## src/rtl/tpu_pkg.sv

```systemverilog
// Shared types and sizing helpers for the systolic matrix unit.
// Holds default array geometry and the memB sequencer state type.
package tpu_pkg;

    localparam int DEF_DIM     = 8;
    localparam int DEF_BITS_AB = 8;

    typedef enum logic [2:0] {
        ST_IDLE  = 3'd0,
        ST_FILL  = 3'd1,
        ST_READY = 3'd2,
        ST_DRAIN = 3'd3,
        ST_DONE  = 3'd4
    } memb_state_t;

    function automatic int fill_w(input int dim);
        return $clog2(dim + 1);
    endfunction

    function automatic int drain_w(input int dim);
        return $clog2(2 * dim);
    endfunction

endpackage

```

## src/rtl/memb_seq.sv

```systemverilog
// memB operand sequencer: loads DIM host rows into the memB FIFO bank,
// then drains it into the systolic array with zero fill behind the data.
module memb_seq
    import tpu_pkg::*;
#(
    parameter int BITS_AB = DEF_BITS_AB,
    parameter int DIM     = DEF_DIM
) (
    input  logic                      clk,
    input  logic                      rst_n,
    input  logic                      clr,
    input  logic                      wr_valid,
    output logic                      wr_ready,
    input  logic signed [BITS_AB-1:0] wr_row   [DIM-1:0],
    input  logic                      start,
    output logic                      memb_en,
    output logic signed [BITS_AB-1:0] memb_din [DIM-1:0],
    output logic                      sys_en,
    output logic [fill_w(DIM)-1:0]    fill_cnt,
    output logic                      busy,
    output logic                      done
);

    localparam int FW = fill_w(DIM);
    localparam int DW = drain_w(DIM);

    localparam logic [FW-1:0] FLAST = FW'(DIM);
    localparam logic [DW-1:0] DLAST = DW'(2 * DIM - 2);

    memb_state_t   state;
    memb_state_t   state_nx;
    logic [DW-1:0] dcnt;
    logic [DW-1:0] dcnt_nx;
    logic [FW-1:0] fcnt_nx;
    logic          accept;

    // wr_ready is only ever high in IDLE/FILL, so it doubles as the state gate
    assign accept = wr_valid && wr_ready && !clr;

    always_comb begin
        state_nx = state;
        fcnt_nx  = fill_cnt;
        dcnt_nx  = dcnt;
        if (clr) begin
            state_nx = ST_IDLE;
            fcnt_nx  = '0;
            dcnt_nx  = '0;
        end else begin
            unique case (state)
                ST_IDLE, ST_FILL: begin
                    if (accept) begin
                        fcnt_nx  = fill_cnt + FW'(1);
                        state_nx = (fcnt_nx == FLAST) ? ST_READY : ST_FILL;
                    end
                end
                ST_READY: begin
                    if (start) begin
                        state_nx = ST_DRAIN;
                        dcnt_nx  = '0;
                    end
                end
                ST_DRAIN: begin
                    if (dcnt == DLAST) begin
                        state_nx = ST_DONE;
                    end else begin
                        dcnt_nx = dcnt + DW'(1);
                    end
                end
                ST_DONE: begin
                    state_nx = ST_IDLE;
                    fcnt_nx  = '0;
                end
                default: begin
                    state_nx = ST_IDLE;
                    fcnt_nx  = '0;
                    dcnt_nx  = '0;
                end
            endcase
        end
    end

    // Outputs are registered from the next state so they line up with it
    always_ff @(posedge clk or negedge rst_n) begin
        if (!rst_n) begin
            state    <= ST_IDLE;
            fill_cnt <= '0;
            dcnt     <= '0;
            wr_ready <= 1'b0;
            memb_en  <= 1'b0;
            sys_en   <= 1'b0;
            busy     <= 1'b0;
            done     <= 1'b0;
            for (int i = 0; i < DIM; i++) begin
                memb_din[i] <= '0;
            end
        end else begin
            state    <= state_nx;
            fill_cnt <= fcnt_nx;
            dcnt     <= dcnt_nx;
            wr_ready <= state_nx inside {ST_IDLE, ST_FILL};
            busy     <= state_nx inside {ST_FILL, ST_READY, ST_DRAIN};
            sys_en   <= state_nx == ST_DRAIN;
            memb_en  <= accept || (state_nx == ST_DRAIN);
            done     <= state_nx == ST_DONE;
            for (int i = 0; i < DIM; i++) begin
                memb_din[i] <= accept ? wr_row[i] : '0;
            end
        end
    end

endmodule

```

## config.mk

```make
export PLATFORM = sky130hd
export DESIGN_NAME = memb_seq
export DESIGN_NICKNAME = d
export VERILOG_FILES = /design/src/rtl/tpu_pkg.sv /design/src/rtl/memb_seq.sv
export SDC_FILE = /design/constraint.sdc
export NUM_CORES = 1
export LEC_CHECK = 0
export ABC_AREA = 1
export ABC_CLOCK_PERIOD_IN_PS = 3500
export CAP_MARGIN = 5
export CORE_MARGIN = 2
export CORE_UTILIZATION = 44
export DETAILED_ROUTE_END_ITERATION = 16
export GPL_TIMING_DRIVEN = 1
export MAX_ROUTING_LAYER = met4
export PLACE_DENSITY_LB_ADDON = 0.12
export SLEW_MARGIN = 20
export SYNTH_ARGS = -nofsm -noshare
export SYNTH_HDL_FRONTEND = slang
export SYNTH_SLANG_ARGS = --single-unit
```

## constraint.sdc

```tcl
create_clock -name clk -period 3.5 [get_ports clk]
set_input_delay 1.05 -clock clk [delete_from_list [all_inputs] [get_ports clk]]
set_output_delay 1.05 -clock clk [all_outputs]
set_load 0.005 [all_outputs]
```

==> metrics <==
Total GRT Usage 18.7%; Pleak 2.43 nW; setup TNS 0 ns; Seq cells post-synth 80; largest net degree at the start of global routing 81; CTS tree done; CTS Buf Count 9; WL final 6.61 mm; Final WS setup 1.12 ns; Critical Path RT 2.45 ns; global-route wire length before repair 10.4 mm; Clk Latency, worst-skew pair 0.34 ns; crit path time final 2.38 ns; DIE AREA 7460 sq um; Die X 86.4 um; H-tree levels 3; Slew headroom 34.5%; status finished, final reports clean; clk slew on worst S/H paths 0.07 ns; cell family with most CP delay buffers and inverters; cts hold-fix bufs 0; worst reg2reg setup slack 2.07 ns; drt pass-1 iters 4; worst vdd ir 0.000291 V; endpoint class of the critical path output port; Sw Share 21.7%; Cells after Synth 297; final RePlAce weighted congestion 0.867; Post-Place Worst Slack 1.04 ns; layer with the highest usage met2; post-DP HPWL 4.83 mm; Longest Clk Path Bufs 2; Tcrit/Tclk final 67.9%; n_diodes 0; critical path class reg -> out; Worst-Margin Slew 0.983 ns; post_cts resized 0; Final Max Slew Viols 0; Core Rows 30; core area 6680 sq um; Synth cell types 24; hold slack 0.545 ns; PortBufs 141; worst-path cell chain clkdlybuf4s50_1; met3 GRT Util 4.00%; Tightest Hold Check Type reg -> reg; max cap viols 0; Comb pwr share 11.5%; DR iter-0 viols 128; routed length per placed instance 12.5 um; pwr/cell area 410 nW/um^2; Crit path largest cell delay 0.54 ns; CTS sink count 80; initial antenna violation count 0; met2 Track Usage GR 31.1%; Final Power 1.91 mW; via count 2303; switching power total 414 uW; Synthesis Warnings 0; vias in the first global route 2217; cell internal pwr 1.49 mW; Vias/cell 4.35; critical path buffer and inverter count 1; Peak Freq 0.421 GHz; syn nets 370; Worst EP arrival 1.33 ns; sequential power share 50.7%; Final Hold Viols 0; Post-route DRC 0; cell area after synthesis 2990 sq um; slowest CP cell clkdlybuf4s50_1; Clk pwr share 37.7%; Initial Utilization 44.7%; NumNets Final 517; post-route ant nets 0; GRT Residual Overflow 0; post-CTS setup buffer count 0; syn_area_per_cell 10.1 sq um; met1 Use GR 22.0%; final setup fails 0; Top Ports 142; layout cells sized above 1 6.24%; CTS Root Cell clkbuf_8; Crit Path Max Fanout 7; clock skew 0.0123 ns; placed cells 513; die height 86.4 um; fin cells 529; unrepaired setup endpoints after global routing false; Seq/Total Area, Yosys 67.0%; CP startpoint kind register; Syn-to-layout area delta 55.8%
[logic make-up after synthesis]
group                    Yosys count  share of synthesized area [%]
AND/OR/NAND/NOR                  114                           16.2
buffers and inverters             86                           12.2
flip-flops                        80                           67.0
AO/OA/AOI/OAI                     11                           2.26
adder cells (fa/ha/maj)            4                           1.68
XOR/XNOR                           2                          0.587
[metal layers]
| metal | wire, um | up-vias |
|---|---|---|
| met3 | 403 | 12 |
| met2 | 3340 | 80 |
| met5 | 0 | - |
| met1 | 2730 | 1073 |
| met4 | 141 | 0 |
| li1 | - | 1138 |
[sequential cells by signal, summed over array words and instances, names as in the netlist]
register,flops
memb_din,64
dcnt,4
fill_cnt,4
state,3
busy,1
done,1
memb_en,1
sys_en,1
wr_ready,1
[power by group through the flow]
stage	clock, mW	combinational [mW]	sequential, mW
after CTS	0.742	0.225	0.968
after floorplan	0	0.0529	0.991
after global placement	0	0.221	0.985
final	0.720	0.220	0.968
after detailed placement	0	0.224	0.987
after global routing	0.786	0.244	0.971
[worst register-to-register path: stages (launching register included)]
cell and delay (ns):
dfrtp_1 0.45, ha_1 0.24, nand2_1 0.06, nand2_1 0.07, nor2_1 0.14, nand3_1 0.09, nand2_1 0.09, nand2_1 0.09
inv_2 0.07, nor2_1 0.03
[stage by stage]
step	utilization, %	cell area (sq um)
detailed placement	66.5	4440
global route	69.7	4650
finish	69.7	4650
floorplan	-	2990
CTS	69.7	4650
global placement	66.5	4440
[cells in the mapped netlist (all sizes together)]
cell type / count / area [sq um]
o21ai: 7 / 35.0
a21oi: 1 / 5.00
xor2: 1 / 8.76
nand2: 28 / 118
a21boi: 1 / 7.51
nand3b: 1 / 7.51
nand4: 2 / 12.5
nand3: 11 / 60.1
nor2: 71 / 282
dfrtp: 80 / 2000
xnor2: 1 / 8.76
ha: 4 / 50.1
buf: 7 / 68.8
o211ai: 2 / 20.0
inv: 79 / 297
nor3: 1 / 5.00
[placed cells by master, fill, tap and decap left out]
cell / count
clkdlybuf4s50_1: 140
buf_4: 3
xnor2_1: 1
a21boi_1: 1
inv_1: 75
nor2_1: 69
o211ai_1: 1
o21ai_0: 7
nand2_2: 2
clkbuf_8: 9
xor2_1: 1
clkinv_4: 1
bufinv_16: 2
nand3_1: 10
clkinv_2: 1
o211ai_2: 1
clkbuf_1: 2
ha_1: 4
nand3_2: 1
nand3b_1: 1
nand2_4: 1
nand4_1: 2
inv_2: 4
a21oi_1: 1
nor3_1: 1
clkinvlp_4: 1
nand2_1: 25
nor2_4: 2
dfrtp_1: 80
[worst paths after layout]
path | from | endpoint | cells after the start
min | dcnt[3] | dcnt[3] | 2
max in group asynchronous | rst_n | state[0] | 1
min in group asynchronous | rst_n | memb_din[12] | 1
max reg2reg | fill_cnt[0] | wr_ready | 9
min reg2reg | dcnt[3] | dcnt[3] | 2
max | fill_cnt[0] | fill_cnt[0] | 1
[final cells by class]
| class | count | area [sq um] |
|---|---|---|
| timing repair buffer | 143 | 1420 |
| fill | 540 | 2030 |
| tap | 80 | 100 |
| clock buffer | 11 | 131 |
| inverter | 79 | 297 |
| clock inverter | 5 | 81.3 |
| multi-input combinational | 131 | 619 |
| sequential | 80 | 2000 |
No activity file was read; power rests on OpenSTA's default activity.
